### config.mk
export PLATFORM = sky130hd
export DESIGN_NAME = dc_wb_fsm
export DESIGN_NICKNAME = d
export VERILOG_FILES = /design/src/rtl/dc_fsm_pkg.sv /design/src/rtl/dc_burst_cnt.sv /design/src/rtl/dc_wb_fsm.sv
export SDC_FILE = /design/constraint.sdc
export NUM_CORES = 1
export LEC_CHECK = 0
export ABC_AREA = 1
export CORE_MARGIN = 2
export CORE_UTILIZATION = 35
export CTS_CLUSTER_SIZE = 10
export DETAILED_ROUTE_END_ITERATION = 6
export GPL_TIMING_DRIVEN = 1
export PLACE_DENSITY = 0.83
export SETUP_SLACK_MARGIN = 0.5
export SLEW_MARGIN = 20
export SYNTH_ARGS = -nofsm -noshare
export SYNTH_HDL_FRONTEND = slang
export SYNTH_SLANG_ARGS = --single-unit
export TNS_END_PERCENT = 100
### constraint.sdc
create_clock -name clk -period 1.45 [get_ports clk]
set_input_delay 0.29 -clock clk [delete_from_list [all_inputs] [get_ports clk]]
set_output_delay 0.29 -clock clk [all_outputs]
set_load 0.05 [all_outputs]
### src/rtl/dc_fsm_pkg.sv
// rtl/dc_fsm_pkg.sv - shared types, widths and tag-write encodings for the data-cache control FSM
package dc_fsm_pkg;

    typedef enum logic [2:0] {
        ST_IDLE,
        ST_LOOKUP,
        ST_CI_ACC,
        ST_STORE_THRU,
        ST_VICTIM_WB,
        ST_REFILL,
        ST_SPR_LOOKUP,
        ST_SPR_WB
    } dc_state_e;

    localparam int DEF_LINE_WORDS = 4;
    localparam int WORD_IDX_W     = $clog2(DEF_LINE_WORDS);

    // {valid, dirty} pairs driven onto the tag RAM
    localparam logic [1:0] TAGW_INVAL = 2'b00;
    localparam logic [1:0] TAGW_CLEAN = 2'b10;
    localparam logic [1:0] TAGW_DIRTY = 2'b11;

    function automatic int word_idx_w(input int line_words);
        return $clog2(line_words);
    endfunction

    // Address layout is {tag, index, word, byte[1:0]}
    function automatic int index_w(input int aw, input int tag_w, input int line_words);
        return aw - tag_w - $clog2(line_words) - 2;
    endfunction

endpackage

### src/rtl/dc_burst_cnt.sv
// rtl/dc_burst_cnt.sv - wrapping line-word pointer plus beat counter for multi-beat bursts
module dc_burst_cnt #(
    parameter int LINE_WORDS = 4,
    parameter int WIW        = $clog2(LINE_WORDS)
) (
    input  logic           clk,
    input  logic           rst,
    input  logic           load,
    input  logic [WIW-1:0] start_idx,
    input  logic           inc,
    input  logic [WIW-1:0] req_word,
    output logic [WIW-1:0] idx,
    output logic           last,
    output logic           match
);

    logic [WIW-1:0] idx_q, idx_d;
    logic [WIW-1:0] beats_q, beats_d;

    // Power-of-two line length makes natural overflow the modulo wrap
    always_comb begin
        idx_d   = idx_q;
        beats_d = beats_q;
        if (load) begin
            idx_d   = start_idx;
            beats_d = '0;
        end else if (inc) begin
            idx_d   = idx_q + WIW'(1);
            beats_d = beats_q + WIW'(1);
        end
    end

    always_ff @(posedge clk or posedge rst) begin
        if (rst) begin
            idx_q   <= '0;
            beats_q <= '0;
        end else begin
            idx_q   <= idx_d;
            beats_q <= beats_d;
        end
    end

    assign idx   = idx_q;
    assign last  = (beats_q == WIW'(LINE_WORDS - 1));
    assign match = (idx_q == req_word);

endmodule

### src/rtl/dc_wb_fsm.sv
// rtl/dc_wb_fsm.sv - write-back data-cache control FSM with victim eviction and SPR block ops
// DC_CWF_EN: refill starts at the requested word (critical-word-first) instead of word 0.
module dc_wb_fsm
    import dc_fsm_pkg::*;
#(
    parameter int AW         = 32,
    parameter int TAG_W      = 19,
    parameter int LINE_WORDS = 4,
    parameter int SEL_W      = 4
) (
    input  logic             clk,
    input  logic             rst,
    input  logic             dc_en,
    input  logic             req_valid,
    input  logic             req_ci,
    input  logic             req_we,
    input  logic [SEL_W-1:0] req_sel,
    input  logic [AW-1:0]    req_addr,
    input  logic             wb_mode,
    input  logic             tag_miss,
    input  logic             tag_v,
    input  logic             tag_dirty_in,
    input  logic [TAG_W-1:0] victim_tag,
    input  logic             biu_ack,
    input  logic             biu_err,
    output logic             biu_read,
    output logic             biu_write,
    output logic             burst,
    output logic [AW-1:0]    biu_addr,
    output logic             biu_do_sel,
    output logic             dcram_di_sel,
    output logic [SEL_W-1:0] dcram_we,
    output logic             tag_we,
    output logic             tag_valid,
    output logic             tag_dirty,
    output logic             hit_ack,
    output logic             miss_ack,
    output logic             miss_err,
    input  logic             spr_we,
    input  logic             spr_flush,
    input  logic             spr_wb,
    input  logic [AW-1:0]    spr_addr,
    output logic             spr_done
);

    localparam int WIW   = word_idx_w(LINE_WORDS);
    localparam int IDX_W = index_w(AW, TAG_W, LINE_WORDS);

    dc_state_e        state_q, state_d;
    logic [AW-1:0]    addr_q, addr_d;
    logic             we_q, we_d;
    logic [SEL_W-1:0] sel_q, sel_d;
    logic             hit_q, hit_d;
    logic             acked_q, acked_d;
    logic             flush_q, flush_d;
    logic             spr_wb_q, spr_wb_d;

    logic             cnt_load, cnt_inc, cnt_last, cnt_match;
    logic [WIW-1:0]   cnt_start, cnt_idx, refill_start;
    logic [WIW-1:0]   req_word;
    logic [IDX_W-1:0] line_idx;
    logic [TAG_W-1:0] req_tag;

    assign req_word = addr_q[WIW+1:2];
    assign line_idx = addr_q[AW-TAG_W-1:WIW+2];
    assign req_tag  = addr_q[AW-1:AW-TAG_W];

`ifdef DC_CWF_EN
    assign refill_start = req_word;
`else
    assign refill_start = '0;
`endif

    dc_burst_cnt #(
        .LINE_WORDS(LINE_WORDS),
        .WIW       (WIW)
    ) u_cnt (
        .clk      (clk),
        .rst      (rst),
        .load     (cnt_load),
        .start_idx(cnt_start),
        .inc      (cnt_inc),
        .req_word (req_word),
        .idx      (cnt_idx),
        .last     (cnt_last),
        .match    (cnt_match)
    );

    always_ff @(posedge clk or posedge rst) begin
        if (rst) begin
            state_q  <= ST_IDLE;
            addr_q   <= '0;
            we_q     <= 1'b0;
            sel_q    <= '0;
            hit_q    <= 1'b0;
            acked_q  <= 1'b0;
            flush_q  <= 1'b0;
            spr_wb_q <= 1'b0;
        end else begin
            state_q  <= state_d;
            addr_q   <= addr_d;
            we_q     <= we_d;
            sel_q    <= sel_d;
            hit_q    <= hit_d;
            acked_q  <= acked_d;
            flush_q  <= flush_d;
            spr_wb_q <= spr_wb_d;
        end
    end

    always_comb begin
        state_d      = state_q;
        addr_d       = addr_q;
        we_d         = we_q;
        sel_d        = sel_q;
        hit_d        = hit_q;
        acked_d      = acked_q;
        flush_d      = flush_q;
        spr_wb_d     = spr_wb_q;
        cnt_load     = 1'b0;
        cnt_inc      = 1'b0;
        cnt_start    = '0;
        biu_read     = 1'b0;
        biu_write    = 1'b0;
        burst        = 1'b0;
        biu_addr     = '0;
        biu_do_sel   = 1'b0;
        dcram_di_sel = 1'b0;
        dcram_we     = '0;
        tag_we       = 1'b0;
        tag_valid    = 1'b0;
        tag_dirty    = 1'b0;
        hit_ack      = 1'b0;
        miss_ack     = 1'b0;
        miss_err     = 1'b0;
        spr_done     = 1'b0;

        case (state_q)
            ST_IDLE: begin
                if (spr_we) begin
                    addr_d   = spr_addr;
                    flush_d  = spr_flush;
                    spr_wb_d = spr_wb;
                    state_d  = ST_SPR_LOOKUP;
                end else if (req_valid) begin
                    addr_d  = req_addr;
                    we_d    = req_we;
                    sel_d   = req_sel;
                    hit_d   = 1'b0;
                    acked_d = 1'b0;
                    state_d = (req_ci || !dc_en) ? ST_CI_ACC : ST_LOOKUP;
                end
            end

            ST_LOOKUP: begin
                if (!tag_miss) begin
                    if (!we_q) begin
                        hit_ack = 1'b1;
                        state_d = ST_IDLE;
                    end else if (wb_mode) begin
                        dcram_we               = sel_q;
                        tag_we                 = 1'b1;
                        {tag_valid, tag_dirty} = TAGW_DIRTY;
                        hit_ack                = 1'b1;
                        state_d                = ST_IDLE;
                    end else begin
                        dcram_we = sel_q;
                        hit_d    = 1'b1;
                        state_d  = ST_STORE_THRU;
                    end
                end else if (tag_v && tag_dirty_in && wb_mode) begin
                    cnt_load = 1'b1;
                    state_d  = ST_VICTIM_WB;
                end else if (!we_q || wb_mode) begin
                    cnt_load  = 1'b1;
                    cnt_start = refill_start;
                    state_d   = ST_REFILL;
                end else begin
                    state_d = ST_STORE_THRU;
                end
            end

            ST_CI_ACC, ST_STORE_THRU: begin
                biu_addr  = addr_q;
                biu_read  = (state_q == ST_CI_ACC) && !we_q;
                biu_write = (state_q == ST_STORE_THRU) || we_q;
                if (biu_err) begin
                    miss_err = 1'b1;
                    state_d  = ST_IDLE;
                end else if (biu_ack) begin
                    hit_ack  = (state_q == ST_STORE_THRU) && hit_q;
                    miss_ack = !((state_q == ST_STORE_THRU) && hit_q);
                    state_d  = ST_IDLE;
                end
            end

            ST_VICTIM_WB, ST_SPR_WB: begin
                burst      = 1'b1;
                biu_write  = 1'b1;
                biu_do_sel = 1'b1;
                biu_addr   = {victim_tag, line_idx, cnt_idx, 2'b00};
                // An error leaves the tag alone so the line stays dirty
                if (biu_err) begin
                    miss_err = (state_q == ST_VICTIM_WB);
                    spr_done = (state_q == ST_SPR_WB);
                    state_d  = ST_IDLE;
                end else if (biu_ack) begin
                    cnt_inc = 1'b1;
                    if (cnt_last && state_q == ST_VICTIM_WB) begin
                        cnt_load  = 1'b1;
                        cnt_start = refill_start;
                        state_d   = ST_REFILL;
                    end else if (cnt_last) begin
                        tag_we                 = 1'b1;
                        {tag_valid, tag_dirty} = TAGW_CLEAN;
                        spr_done               = 1'b1;
                        state_d                = ST_IDLE;
                    end
                end
            end

            ST_REFILL: begin
                burst    = 1'b1;
                biu_read = 1'b1;
                biu_addr = {req_tag, line_idx, cnt_idx, 2'b00};
                // Merge beat: datapath takes LSU bytes for sel_q, BIU bytes elsewhere
                dcram_di_sel = !(we_q && cnt_match);
                if (biu_err) begin
                    tag_we                 = 1'b1;
                    {tag_valid, tag_dirty} = TAGW_INVAL;
                    miss_err               = !acked_q;
                    state_d                = ST_IDLE;
                end else if (biu_ack) begin
                    dcram_we = '1;
                    cnt_inc  = 1'b1;
                    if (cnt_match && !acked_q) begin
                        miss_ack = 1'b1;
                        acked_d  = 1'b1;
                    end
                    if (cnt_last) begin
                        tag_we                 = 1'b1;
                        {tag_valid, tag_dirty} = (we_q && wb_mode) ? TAGW_DIRTY : TAGW_CLEAN;
                        state_d                = ST_IDLE;
                    end
                end
            end

            ST_SPR_LOOKUP: begin
                if (flush_q) begin
                    tag_we                 = 1'b1;
                    {tag_valid, tag_dirty} = TAGW_INVAL;
                    spr_done               = 1'b1;
                    state_d                = ST_IDLE;
                end else if (spr_wb_q && tag_v && tag_dirty_in) begin
                    cnt_load = 1'b1;
                    state_d  = ST_SPR_WB;
                end else begin
                    spr_done = 1'b1;
                    state_d  = ST_IDLE;
                end
            end

            default: state_d = ST_IDLE;
        endcase
    end

endmodule

==> flow_summary.toml <==
[routing]
detail_route.iter0.violations = 184
viasPerCell = 5.15
drt_wl_total_um = 13500
met3_length_um = 774
dr.pass1.iters = 4
highest_layer = "met4"
routed-wl-met2_um = 7170
dr_total_vias = 4017
drc = 0
ant_nets = 0
wl_met1_um = 5280
wl_per_cell_um = 17.3

[place]
dpl_cell_area_um2 = 5890
placed_cells = 723
place_congestion = 0.900
port_buffers = 149
pre_cts_ws_ns = -0.629
hpwlAfterDp_um = 8690

[logic_synthesis]
syn_inst = 423
syn_area_per_cell_um2 = 7.32
yosysWarnings = 0
synthDistinctLibCells = 36
synth_seq_cells = 48
yosysSeqAreaShare_pct = 38.8
synth_nets = 526
synth.cell_area_um2 = 3100

[cts]
root_buffer = "clkbuf_8"
h-tree-depth = 2
clock_path_buffers = 2
cts_tree = "yes"
clk_latency_ns = 0.32
cts_buffers = 5
cts_sinks = 48
clk_pin_slew_worst_paths_ns = 0.10

[pwr]
power_mw = 16.3
pwr-share-clk_pct = 5.4
peakVddDrop_mv = 1.57
pwr-share-comb_pct = 80.3
power_leakage_nw = 3.03
sequentialPowerShare_pct = 14.3
p_int_mw = 8.33
sw_frac_of_total_pct = 49.0
p_switching_mw = 8.00
power_density_nw_per_um2 = 2310

[global_route]
grtUsageTotal_pct = 26.8
grt_pass1_wl_um = 20500
first_global_vias = 4209
grt_max_degree = 49
antenna_found_initial = 0
grt_overflow = 0

[timing]
relSlewSlack_pct = 76.0
hold_viol = 0
max_freq_ghz = 0.476
drv_slew = 0
period_needed_ns = 2.10
rsz0062_at_grt = "yes"
finalCritPeriodShare_pct = 145
finClkSkew_ns = 0.0118
finalWorstSetupSlack_ns = -0.653
finalSetupViolCount = 96
worst_pin_slew_ns = 0.359

[run]
cap_violations = 0

[die]
initial_core_util_pct = 35.9
dieArea_um2 = 9620
fp-row-count = 34
die_h_um = 98.1
core-area_um2 = 8640
pin_count = 150
die_x_um = 98.1

[layout]
fillerInstances = 472
multi_input_area_um2 = 2340
register_area_um2 = 1200
final_common_cell = "clkdlybuf4s50_1"
mostFrequentLayoutCells = "101 x clkdlybuf4s50_1, 60 x buf_4, 53 x nand2_1"
nets = 774
drive_gt1_share_pct = 49.4
finish.utilization_pct = 81.7
antenna_cells = 0
syn2layout_area_growth_pct = 128
fin_area_um2 = 7060
stdcell_count = 780

[worst_setup_path]
required_ns = 1.16
cp.arrival_ns = 1.81
critical_path_class = "reg2out"
crit_slowest_cell = "dfrtp_2"
cp.buffers_inverters = 3
crit_family = "simple AND/OR/NAND/NOR gates"
cp-end-kind = "output pin"
start_kind = "flop"
slowest_delay_ns = 0.47
worstPathCellList = "buf_8 > nor2_8 > buf_6 > nand2_8 > nand2_2 > nand4_1 > nand2_4 > buf_12"
crit_fanout = 6

[worst_hold_path]
hp-class = "in2async"

[run_status]
outcome = "complete, but fails checks"
failed_checks = "setup timing"
==> power groups by stage <==
stage          Sequential [mW]  Clock (mW)  Combinational [mW]
2_1_floorplan             2.21           0                6.39
3_3_place_gp              2.29           0                9.62
3_5_place_dp              2.33           0                9.80
4_1_cts                   2.30       0.874                12.1
5_1_grt                   2.39       0.944                13.7
6_report                  2.33       0.884                13.1
==> timing repair <==
| action | 4_1_cts | 5_1_grt |
|---|---|---|
| pin swaps | 21 | 27 |
| setup buffers | 25 | 17 |
| gates cloned | 7 | 0 |
| resized for setup | 116 | 58 |
| setup endpoints to repair | 96 | 96 |
| hold buffers | 0 | 0 |
==> layer usage <==
layer,track usage [%],up-vias
met1,30.6,1945
li1,-,1886
met2,50.2,156
met5,0,-
met4,7.37,0
met3,5.65,30
==> cell families after synthesis <==
group | synth area share [%]
simple gates | 25.9
xor+xnor | 0.566
fa+ha+maj | 0.404
compound gates | 22.3
buf+inv | 11.7
mux | 0.363
flops | 38.8
==> synth_stat cells <==
library cell / count / area share [%]
clkbuf_1: 3 / 0.36
or2_1: 6 / 1.2
nor2_8: 1 / 0.65
or2_2: 27 / 5.5
o21ai_0: 50 / 8.1
nor2_2: 1 / 0.20
nor2_4: 1 / 0.36
clkinv_1: 1 / 0.12
a31oi_1: 1 / 0.20
mux2_2: 1 / 0.36
a21oi_4: 1 / 0.53
nand4_1: 3 / 0.61
buf_6: 5 / 1.8
clkbuf_4: 1 / 0.24
nand2_2: 1 / 0.20
a211oi_1: 1 / 0.24
nand2_1: 82 / 9.9
xor2_1: 1 / 0.28
a21oi_1: 7 / 1.1
nand2_4: 1 / 0.36
ha_1: 1 / 0.40
o221ai_1: 1 / 0.28
inv_2: 4 / 0.48
clkinv_4: 1 / 0.28
dfrtp_1: 48 / 39
nor2_1: 36 / 4.4
o21ai_1: 18 / 2.9
buf_2: 9 / 1.5
o211ai_1: 32 / 7.8
o31ai_1: 2 / 0.48
a32oi_1: 1 / 0.28
xnor2_1: 1 / 0.28
buf_4: 1 / 0.24
o22ai_1: 2 / 0.40
nand3_1: 16 / 2.6
inv_1: 55 / 6.7
==> metrics by stage <==
| step | hold slack (ns) | TNS, ns |
|---|---|---|
| final | 0.374 | -46.79 |
| after global routing | 0.417 | -52.95 |
| after CTS | 0.395 | -38.37 |
| after detailed placement | 0.495 | -33.99 |
| after global placement | 0.465 | -30.83 |
| after floorplan | 0.320 | -8.10 |
==> state kept, by name (all words and copies together), names as in the netlist <==
name	count
hit_q	1
u_cnt.beats_q	2
flush_q	1
u_cnt.idx	2
acked_q	1
we_q	1
sel_q	4
state_q	3
spr_wb_q	1
addr_q	32
==> final timing paths <==
check	start	depth (start not counted)	end	slack, ns
setup / recovery	state_q[0]	8	miss_ack	-0.65
setup reg to reg	state_q[0]	12	addr_q[29]	-0.58
max in group asynchronous	rst	3	state_q[1]	0.82
hold reg to reg	sel_q[1]	2	sel_q[1]	0.52
hold / removal	rst	3	addr_q[8]	0.37
min in group clk	req_sel[2]	3	sel_q[2]	0.52
==> cell type report <==
class | instances | share of cell area, %
well taps | 108 | 1.92
flip-flops and latches | 48 | 17.1
clock inverters | 1 | 0.106
clock buffers | 7 | 1.22
repair buffers | 259 | 42.4
repair inverters | 1 | 0.160
inverters | 61 | 4.01
multi-input cells | 295 | 33.1
==> tightest hold or removal path: cells and delay by family <==
family,cells,cell delay (ns)
buf+inv,3,0.79
Power figures use the tool's default switching activity.
